### config.mk
export PLATFORM = sky130hd
export DESIGN_NAME = addr_mgmt
export DESIGN_NICKNAME = d
export VERILOG_FILES = /design/src/rtl/addr_mgmt.sv
export SDC_FILE = /design/constraint.sdc
export NUM_CORES = 1
export LEC_CHECK = 0
export CAP_MARGIN = 20
export CORE_AREA = 2 2 111 113
export CTS_BUF_LIST = sky130_fd_sc_hd__clkbuf_8
export DETAILED_ROUTE_END_ITERATION = 6
export DIE_AREA = 0 0 113 115
export SETUP_SLACK_MARGIN = 0.2
export SLEW_MARGIN = 20
export SYNTH_ARGS = -nofsm -noshare
export SYNTH_HDL_FRONTEND = slang
export SYNTH_SLANG_ARGS = --single-unit
### constraint.sdc
create_clock -name clk -period 4.1 [get_ports clk]
set_clock_uncertainty 0.1 [all_clocks]
set_input_delay 0.82 -clock clk [delete_from_list [all_inputs] [get_ports clk]]
set_output_delay 0.82 -clock clk [all_outputs]
set_load 0.1 [all_outputs]
### src/rtl/addr_mgmt.sv
// Packet buffer address manager: free-slot bitmap, write/read slot FSMs and an in-order pending FIFO.
// Optional drop statistics counter enabled by defining ADDR_MGMT_STAT_EN.
module addr_mgmt #(
  parameter int SLOT_AW = 4
) (
  input  logic               clk,
  input  logic               rst_n,
  input  logic               in_pkt_req,
  output logic               out_pkt_ack,
  output logic               out_pkt_drop,
  input  logic               in_data_ctrl_data_wr,
  input  logic [1:0]         in_data_ctrl_tag,
  output logic [10:0]        addr2data_waddr,
  output logic               addr2data_waddr_wr,
  input  logic               in_rd_req,
  output logic [10:0]        addr2data_raddr,
  output logic               addr2data_raddr_wr,
  input  logic               in_data_cache_valid_wr,
  output logic [SLOT_AW:0]   out_free_cnt,
  output logic [SLOT_AW:0]   out_queue_cnt
`ifdef ADDR_MGMT_STAT_EN
  ,
  output logic [15:0]        out_drop_cnt
`endif
);

  localparam int NSLOT   = 1 << SLOT_AW;
  localparam int SLOT_SH = 11 - SLOT_AW;
  localparam logic [SLOT_AW:0] CNT_FULL = (SLOT_AW+1)'(NSLOT);
  localparam logic [NSLOT-1:0] ONE_HOT0 = NSLOT'(1);

  typedef enum logic {W_IDLE, W_FILL} w_state_t;
  typedef enum logic {R_IDLE, R_BUSY} r_state_t;

  w_state_t           w_state;
  r_state_t           r_state;
  logic [NSLOT-1:0]   free_map;
  logic [NSLOT-1:0]   clr_mask;
  logic [NSLOT-1:0]   set_mask;
  logic [SLOT_AW-1:0] alloc_idx;
  logic [SLOT_AW-1:0] w_slot;
  logic [SLOT_AW-1:0] r_slot;
  logic [SLOT_AW-1:0] wptr;
  logic [SLOT_AW-1:0] rptr;
  logic [SLOT_AW-1:0] fifo_mem [NSLOT];
  logic               any_free;
  logic               fifo_nempty;
  logic               do_alloc;
  logic               do_drop;
  logic               do_push;
  logic               do_pop;
  logic               do_rel;

  function automatic logic [10:0] slot_base(input logic [SLOT_AW-1:0] s);
    return {s, {SLOT_SH{1'b0}}};
  endfunction

`ifdef ADDR_MGMT_STAT_EN
  function automatic logic [15:0] sat_inc16(input logic [15:0] v);
    return (v == 16'hFFFF) ? v : v + 16'd1;
  endfunction
`endif

  // Lowest-index free slot wins
  always_comb begin
    alloc_idx = '0;
    for (int i = NSLOT - 1; i >= 0; i--) begin
      if (free_map[i]) alloc_idx = SLOT_AW'(i);
    end
  end

  assign any_free    = |free_map;
  assign fifo_nempty = (out_queue_cnt != '0);
  assign do_alloc    = (w_state == W_IDLE) && in_pkt_req && any_free;
  assign do_drop     = (w_state == W_IDLE) && in_pkt_req && !any_free;
  assign do_push     = (w_state == W_FILL) && in_data_ctrl_data_wr && (in_data_ctrl_tag == 2'b10);
  assign do_pop      = (r_state == R_IDLE) && in_rd_req && fifo_nempty;
  assign do_rel      = (r_state == R_BUSY) && in_data_cache_valid_wr;
  assign clr_mask    = do_alloc ? (ONE_HOT0 << alloc_idx) : '0;
  assign set_mask    = do_rel   ? (ONE_HOT0 << r_slot)    : '0;

  always_ff @(posedge clk or negedge rst_n) begin
    if (!rst_n) begin
      w_state            <= W_IDLE;
      w_slot             <= '0;
      out_pkt_ack        <= 1'b0;
      out_pkt_drop       <= 1'b0;
      addr2data_waddr    <= '0;
      addr2data_waddr_wr <= 1'b0;
    end else begin
      out_pkt_ack        <= 1'b0;
      out_pkt_drop       <= 1'b0;
      addr2data_waddr_wr <= 1'b0;
      if (w_state == W_IDLE) begin
        if (do_alloc) begin
          w_slot             <= alloc_idx;
          out_pkt_ack        <= 1'b1;
          addr2data_waddr_wr <= 1'b1;
          addr2data_waddr    <= slot_base(alloc_idx);
          w_state            <= W_FILL;
        end else if (do_drop) begin
          out_pkt_drop <= 1'b1;
        end
      end else if (do_push) begin
        w_state <= W_IDLE;
      end
    end
  end

  always_ff @(posedge clk or negedge rst_n) begin
    if (!rst_n) begin
      r_state            <= R_IDLE;
      r_slot             <= '0;
      addr2data_raddr    <= '0;
      addr2data_raddr_wr <= 1'b0;
    end else begin
      addr2data_raddr_wr <= 1'b0;
      if (r_state == R_IDLE) begin
        if (do_pop) begin
          r_slot             <= fifo_mem[rptr];
          addr2data_raddr    <= slot_base(fifo_mem[rptr]);
          addr2data_raddr_wr <= 1'b1;
          r_state            <= R_BUSY;
        end
      end else if (do_rel) begin
        r_state <= R_IDLE;
      end
    end
  end

  // Allocation sees the pre-release bitmap; a release and an allocation never target the same slot
  always_ff @(posedge clk or negedge rst_n) begin
    if (!rst_n) begin
      free_map      <= '1;
      out_free_cnt  <= CNT_FULL;
      out_queue_cnt <= '0;
      wptr          <= '0;
      rptr          <= '0;
    end else begin
      free_map <= (free_map & ~clr_mask) | set_mask;
      case ({do_alloc, do_rel})
        2'b10:   out_free_cnt <= out_free_cnt - 1'b1;
        2'b01:   out_free_cnt <= out_free_cnt + 1'b1;
        default: out_free_cnt <= out_free_cnt;
      endcase
      case ({do_push, do_pop})
        2'b10:   out_queue_cnt <= out_queue_cnt + 1'b1;
        2'b01:   out_queue_cnt <= out_queue_cnt - 1'b1;
        default: out_queue_cnt <= out_queue_cnt;
      endcase
      if (do_push) wptr <= wptr + 1'b1;
      if (do_pop)  rptr <= rptr + 1'b1;
    end
  end

  always_ff @(posedge clk) begin
    if (do_push) fifo_mem[wptr] <= w_slot;
  end

`ifdef ADDR_MGMT_STAT_EN
  always_ff @(posedge clk or negedge rst_n) begin
    if (!rst_n) begin
      out_drop_cnt <= '0;
    end else if (do_drop) begin
      out_drop_cnt <= sat_inc16(out_drop_cnt);
    end
  end
`endif

endmodule

==> results of run 1 <==
per-layer routing:
metal	vias up	GRT usage (%)
met4	0	4.80
met5	-	0
li1	1449	-
met3	11	4.48
met1	1502	21.3
met2	55	26.0
area by class of cell:
class	instances	area, sq um	share of cell area, %
Multi-Input combinational cell	244	1840	32.3
Tap cell	147	184	3.23
Inverter	16	60.1	1.06
Clock inverter	7	55.1	0.967
Timing Repair Buffer	33	310	5.45
Clock buffer	9	124	2.18
Sequential cell	111	3120	54.8
cells by family after synthesis:
kind of cell / synth area share (%)
flops: 60.4
simple gates: 11.0
compound gates: 7.90
buf+inv: 4.87
mux: 9.26
fa+ha+maj: 3.93
xor+xnor: 2.55
other cells: 0.0727
Yosys cell counts, types with 3 or more instances:
cell type	number	area, sq um
buf_4	16	120
buf_2	6	30.0
dfrtp_1	30	751
a31oi_1	4	25.0
nor4_4	3	63.8
or3_1	3	18.8
clkbuf_1	6	22.5
nor2b_1	5	31.3
mux2i_1	5	50.1
xor2_1	4	35.0
o31ai_1	4	30.0
nand2b_1	8	50.1
a21o_1	9	67.6
ha_1	13	163
mux2_2	6	67.6
o22a_1	3	26.3
dfstp_2	17	447
nor2_1	32	120
a21oi_1	16	80.1
nor3_1	9	45.0
edfxtp_1	64	1920
nand2_1	30	113
xnor2_1	11	96.3
inv_1	16	60.1
o21ai_0	19	95.1
mux4_2	16	360
metrics by stage:
step	area, sq um	worst slack (ns)	utilization (%)
4_1_cts	5690	0.961	48.2
6_report	5690	0.961	48.2
2_1_floorplan	5210	0.648	-
3_3_place_gp	5510	0.684	46.7
3_5_place_dp	5510	0.626	46.7
5_1_grt	5690	0.776	48.2
flip-flops by register name, summed over array words and instances (netlist names):
signal and count:
addr2data_waddr_wr 1, addr2data_waddr 4, free_map 16, wptr 4, addr2data_raddr_wr 1, out_free_cnt 5
out_pkt_drop 1, out_queue_cnt 5, rptr 4, w_state 1, r_slot 4, r_state 1
fifo_mem 64
worst reg2reg max path: stages, from the launching register on:
cell	delay, ns
dfstp_2	0.40
nor4_1	0.58
nand2_1	0.16
o21ai_1	0.32
ha_1	0.26
inv_1	0.10
fa_1	0.42
a21o_1	0.18
a21oi_1	0.18
xnor2_1	0.14
nor2_1	0.06
xor2_1	0.14
how the worst max path moves through the flow:
| stage | slack (ns) | depth (start not counted) | start | endpoint |
|---|---|---|---|---|
| 6_report | 0.96 | 1 | r_slot[0]$_DFFE_PN0P_ | addr2data_raddr[7] |
| 2_1_floorplan | 0.65 | 10 | out_queue_cnt[0]$_DFFE_PN0P_ | out_queue_cnt[4]$_DFFE_PN0P_ |
| 3_3_place_gp | 0.68 | 12 | in_rd_req | out_queue_cnt[4]$_DFFE_PN0P_ |
| 4_1_cts | 0.96 | 1 | r_slot[0]$_DFFE_PN0P_ | addr2data_raddr[7] |
| 5_1_grt | 0.78 | 11 | free_map[12]$_DFF_PN1_ | out_free_cnt[4]$_DFFE_PN1P_ |
| 3_5_place_dp | 0.63 | 12 | in_rd_req | out_queue_cnt[4]$_DFFE_PN0P_ |
==> results by group, run 1 <==
Yosys
  • Flops & latches, synth: 111
  • Sequential area share after synthesis: 60.4%
  • Count of cell types in the netlist: 50
  • Ys flop type: edfxtp_1
  • Async S/R FF share, synth: 42.3%
  • Yosys warns: 0
  • Post-synth design cell area: 5160 sq um
  • Gate Count Post-Synth: 389
  • Syn Area/Cell: 13.3 sq um
  • Number of flops mapped to enable cells by yosys: 64

Critical path
  • Reg-to-reg critical path endpoint: out_free_cnt[4]$_DFFE_PN1P_
  • Worst reg2reg path startpoint: free_map[12]$_DFF_PN1_
  • Arrival time at the worst endpoint: 2.22 ns
  • Crit-path max cell delay: 1.22 ns
  • R2R Setup Slk: 1.00 ns
  • Req. time, crit path: 3.18 ns
  • Kind of end point of the critical path: output port
  • Worst Path Max Fanout: 12
  • Slowest cell on the critical path: clkdlybuf4s50_1
  • Sort of element at the start of the critical path: flip-flop
  • Sequence of cells on the critical path: clkdlybuf4s50_1
  • Buffering stage count on the worst path with inverters included: 1
  • CP top delay family: buffers and inverters
  • Number of cells traversed by the worst register-to-register path: 11
  • Critical path class: reg2out

Timing
  • Number of pins exceeding their max-slew limit in the final report: 0
  • Worst max-slew margin expressed relative to the limit: 35.0%
  • Final min period: 3.14 ns
  • Final worst path period share: 76.6%
  • Final hold viol count: 0
  • Max Clk Rate: 319 MHz
  • RSZ-0062 raised after global routing: no
  • Hold Worst Slack: 0.338 ns
  • Transition time at the pin with the least slew margin: 0.973 ns
  • Setup Viol. Count Final: 0
  • TNS Setup: 0 ns

Clocking
  • Longest Clk Path Bufs: 2
  • Post-CTS setup buffer count: 0
  • Clock buffers created by TritonCTS: 9
  • CTS sink cnt: 111
  • Clock input transition at the sequential cells of the worst setup and hold paths: 0.10 ns
  • Insertion delay of the later-clocked pin in the worst-skew pair: 0.38 ns
  • CTS Hold Buffers Added: 0
  • Clock root buffer: clkbuf_8
  • Number of resized instances in the post-cts repair step: 0
  • TritonCTS clock tree: yes
  • Max H-tree Level: 3

Die
  • Io pins: 44
  • Chip Width: 113 um
  • Overall die height: 115 um
  • Core Region: 11800 sq um
  • Floorplan die area: 13000 sq um
  • Total number of placement rows: 40
  • Initial core utilization: 43.7%

Detailed routing
  • Number of vias per cell: 5.32
  • Wire length on met3: 477 um
  • Post-Route M1 WL: 4280 um
  • Number of vias in the routed layout: 3017
  • Residual DRC: 3
  • Routed WL per cell: 17.2 um
  • Met2 wire length: 4870 um
  • Wire length after detailed routing: 9750 um
  • Number of iterations in the first detailed-routing pass: 6
  • Routed Antenna Nets: 0
  • Violation count after the first detailed-routing iteration: 206
  • Uppermost routed layer: met4

GRT
  • Vias in the first global route: 2914
  • Number of antenna violations at the first check in global routing: 0
  • Pin count of the biggest net entering global routing: 48
  • Global-route wire length before repair: 15500 um
  • Overall track demand over capacity in global routing: 16.0%
  • Sum of overflow across all layers after global routing: 0

Placement
  • Total half-perimeter wirelength after legalization and detailed placement: 6970 um
  • Instance count after placement with tap cells included: 551
  • Final GP Congestion: 0.836
  • Number of port buffers: 29

Run status
  • Result of the run: finished, violations left
  • Violated checks: design-rule violations

Cells and area
  • Net count reported at finish: 438
  • Filler instances: 1049
  • Diodes inserted: 0
  • Leading cell type in the layout, fill and taps excluded: edfxtp_1
  • Fraction of final layout cells with drive strength greater than 1: 16.2%
  • Layout overhead on the synthesized area: 10.3%
  • Commonest cells after routing, fill and taps aside: edfxtp_1, nor2_1, nand2_1, dfrtp_1, clkdlybuf4s50_1
  • Non-filler cells, final: 567

Worst hold path
  • Path class of the lowest-slack min-delay path: in2async

Run
  • Number of max-capacitance violations reported: 0
Power of run 1 is not shown: default switching activity piles up to over one toggle a cycle in this logic, so the estimate is an artifact.
==> run 2: changes to the inputs <==
==> constraint.sdc (replaced) <==
create_clock -name clk -period 2.95 [get_ports clk]
set_clock_uncertainty 0.1 [all_clocks]
set_input_delay 0.59 -clock clk [delete_from_list [all_inputs] [get_ports clk]]
set_output_delay 0.59 -clock clk [all_outputs]
set_load 0.1 [all_outputs]
==> results by group, run 2 (synthesis gave the netlist of run 1 again) <==
Run status
  • Result of the run: finished, violations left
  • Violated checks: design-rule violations

Clocking
  • Clock buffers created by TritonCTS: 9 (unchanged)
  • Clock input transition at the sequential cells of the worst setup and hold paths: 0.11 ns (about the same)
  • Longest Clk Path Bufs: 2 (unchanged)
  • Clock root buffer: clkbuf_8
  • CTS Hold Buffers Added: 0 (unchanged)
  • TritonCTS clock tree: yes
  • Insertion delay of the later-clocked pin in the worst-skew pair: 0.38 ns (about the same)
  • CTS sink cnt: 111 (unchanged)
  • Max H-tree Level: 3 (unchanged)

Critical path
  • Critical path class: reg2reg
  • Worst Path Max Fanout: 4 (-8)
  • Kind of end point of the critical path: flip-flop
  • Endpoint of the worst setup timing path: out_queue_cnt[4]$_DFFE_PN0P_
  • Source of the critical timing path: out_queue_cnt[2]$_DFFE_PN0P_
  • R2R Setup Slk: 0.25 ns (-0.75 ns)
  • Arrival time at the worst endpoint: 2.88 ns (+0.66 ns)
  • Req. time, crit path: 3.13 ns (-0.05 ns)
  • Reg-to-reg critical path endpoint: out_queue_cnt[4]$_DFFE_PN0P_
  • Sort of element at the start of the critical path: flip-flop
  • Worst reg2reg path startpoint: out_queue_cnt[2]$_DFFE_PN0P_
  • Number of cells traversed by the worst register-to-register path: 10 (-1)

Die
  • Io pins: 44 (unchanged)
  • Overall die height: 115 um (unchanged)
  • Core Region: 11800 sq um (unchanged)
  • Floorplan die area: 13000 sq um (unchanged)
  • Chip Width: 113 um (unchanged)
  • Total number of placement rows: 40 (unchanged)
  • Initial core utilization: 43.7% (unchanged)

Detailed routing
  • Number of vias per cell: 5.27 (-0.87%)
  • Violation count after the first detailed-routing iteration: 193 (-6.3%)
  • Wire length after detailed routing: 10400 um (+6.9%)
  • Routed WL per cell: 17.7 um (+2.7%)
  • Number of vias in the routed layout: 3112 (+3.1%)
  • Residual DRC: 3 (unchanged)
  • Routed Antenna Nets: 0 (unchanged)
  • Number of iterations in the first detailed-routing pass: 6 (unchanged)

Placement
  • Total half-perimeter wirelength after legalization and detailed placement: 7620 um (+9.4%)
  • Number of port buffers: 29 (unchanged)
  • Standard cell area after detailed placement: 5660 sq um (+2.7%)
  • Final GP Congestion: 0.835 (-0.18%)

Cells and area
  • Filler instances: 1056 (+0.67%)
  • Commonest cells after routing, fill and taps aside: edfxtp_1, buf_4, nor2_1
  • Leading cell type in the layout, fill and taps excluded: edfxtp_1
  • Multi-input logic area: 1920 sq um (+4.3%)
  • Top Registers: fifo_mem (64), free_map (16)
  • Number of flip-flops in the largest register: 64 (unchanged)
  • Diodes inserted: 0 (unchanged)
  • Net count reported at finish: 461 (+5.3%)
  • Layout overhead on the synthesized area: 14.4%
  • Reg with most FFs: fifo_mem
  • Fraction of final layout cells with drive strength greater than 1: 29.1% (+13 points)
  • FF+latch area: 3130 sq um (+0.32%)
  • Final instance area: 5910 sq um (+3.8%)
  • Post-route core utilization: 50.0% (+1.8 points)

GRT
  • Vias in the first global route: 3187 (+9.4%)
  • Number of antenna violations at the first check in global routing: 0 (unchanged)
  • Overall track demand over capacity in global routing: 17.2% (+1.2 points)
  • Pin count of the biggest net entering global routing: 29 (-40%)
  • Sum of overflow across all layers after global routing: 0 (unchanged)
  • Global-route wire length before repair: 16900 um (+9.1%)

Timing
  • Hold Worst Slack: 0.112 ns (-0.226 ns)
  • Number of pins exceeding their max-slew limit in the final report: 0 (unchanged)
  • Transition time at the pin with the least slew margin: 0.737 ns (-0.235 ns)
  • Final min period: 2.70 ns
  • Final worst path period share: 91.6%
  • RSZ-0062 raised after global routing: yes
  • Setup Viol. Count Final: 0 (unchanged)
  • Worst max-slew margin expressed relative to the limit: 50.8% (+16 points)
  • TNS Setup: 0 ns (unchanged)
  • Max Clk Rate: 370 MHz
  • Final hold viol count: 0 (unchanged)

Power
  • Areal power density over the cells: 1160 nW/um^2
  • Total power after layout: 6.83 mW
  • Largest voltage drop on the vdd net: 590 uV
  • Reported leakage power: 2.26 nW

Worst hold path
  • Path class of the lowest-slack min-delay path: in2async

Run
  • Number of max-capacitance violations reported: 0 (unchanged)
## run 2: cell count changes in the layout (fill, tap and decap cells not counted), sizes merged
cell           previous run  this run
clkinv                    3         2
clkdlybuf4s50            25         6
buf                       8        50
inv                      20        21
## run 2: repair_timing
action                                  in CTS  in global routing
endpoints found under the setup margin       2                  2
gates cloned                                 0                  0
buffers inserted                             1                  3
gates resized for setup                      1                  7
pin swaps                                    0                  5
## run 2: cell type report
| class | instances | share of cell area, % |
|---|---|---|
| repair buffers | 56 | 7.33 |
| well taps | 147 | 3.11 |
| inverters | 16 | 1.02 |
| clock buffers | 9 | 2.10 |
| clock inverters | 7 | 0.975 |
| flip-flops and latches | 111 | 53.0 |
| multi-input cells | 244 | 32.5 |
## run 2: layer usage
metal / track usage [%] / wire length [um] / vias to the layer above / share of wire (%)
met5: 0 / 0 / - / 0
met4: 5.77 / 93 / 0 / 0.89
met3: 4.16 / 361 / 7 / 3.5
met2: 28.1 / 5130 / 57 / 49
met1: 22.7 / 4830 / 1563 / 46
li1: - / - / 1485 / -
## run 2: worst max-delay path, stage by stage (launching register included)
cell and delay (ns):
dfrtp_4 0.49, or4_4 0.55, o21ai_4 0.14, inv_2 0.07
ha_4 0.18, ha_4 0.27, nor2b_4 0.14, o21ai_2 0.06
nand3_1 0.08, or3b_4 0.38, xnor2_2 0.13
## run 2: worst min path at each step
stage,from,end,slack (ns),depth (start not counted)
after detailed placement,out_queue_cnt[4]$_DFFE_PN0P_,out_queue_cnt[4]$_DFFE_PN0P_,0.38,1
after global routing,rst_n,out_queue_cnt[2]$_DFFE_PN0P_,0.16,1
after global placement,out_queue_cnt[4]$_DFFE_PN0P_,out_queue_cnt[4]$_DFFE_PN0P_,0.37,1
final,rst_n,addr2data_raddr_wr$_DFF_PN0_,0.11,1
after CTS,rst_n,addr2data_raddr_wr$_DFF_PN0_,0.11,1
after floorplan,rst_n,addr2data_raddr_wr$_DFF_PN0_,0.19,0
## run 2: where the power goes
group          leakage, nW  switching (mW)  internal, mW  total, mW
clock               0.0959           0.534         0.324      0.858
sequential            1.12           0.559          2.15       2.71
combinational         1.05            2.10          1.17       3.27
## run 2: metrics by stage
stage	setup WS, ns	instances
6_report	0.247	590
5_1_grt	0.156	590
4_1_cts	0.198	587
3_5_place_dp	-0.0749	570
3_3_place_gp	0.00643	570
2_1_floorplan	0.0138	402
Note: power is estimated with default switching activity, not from simulation.
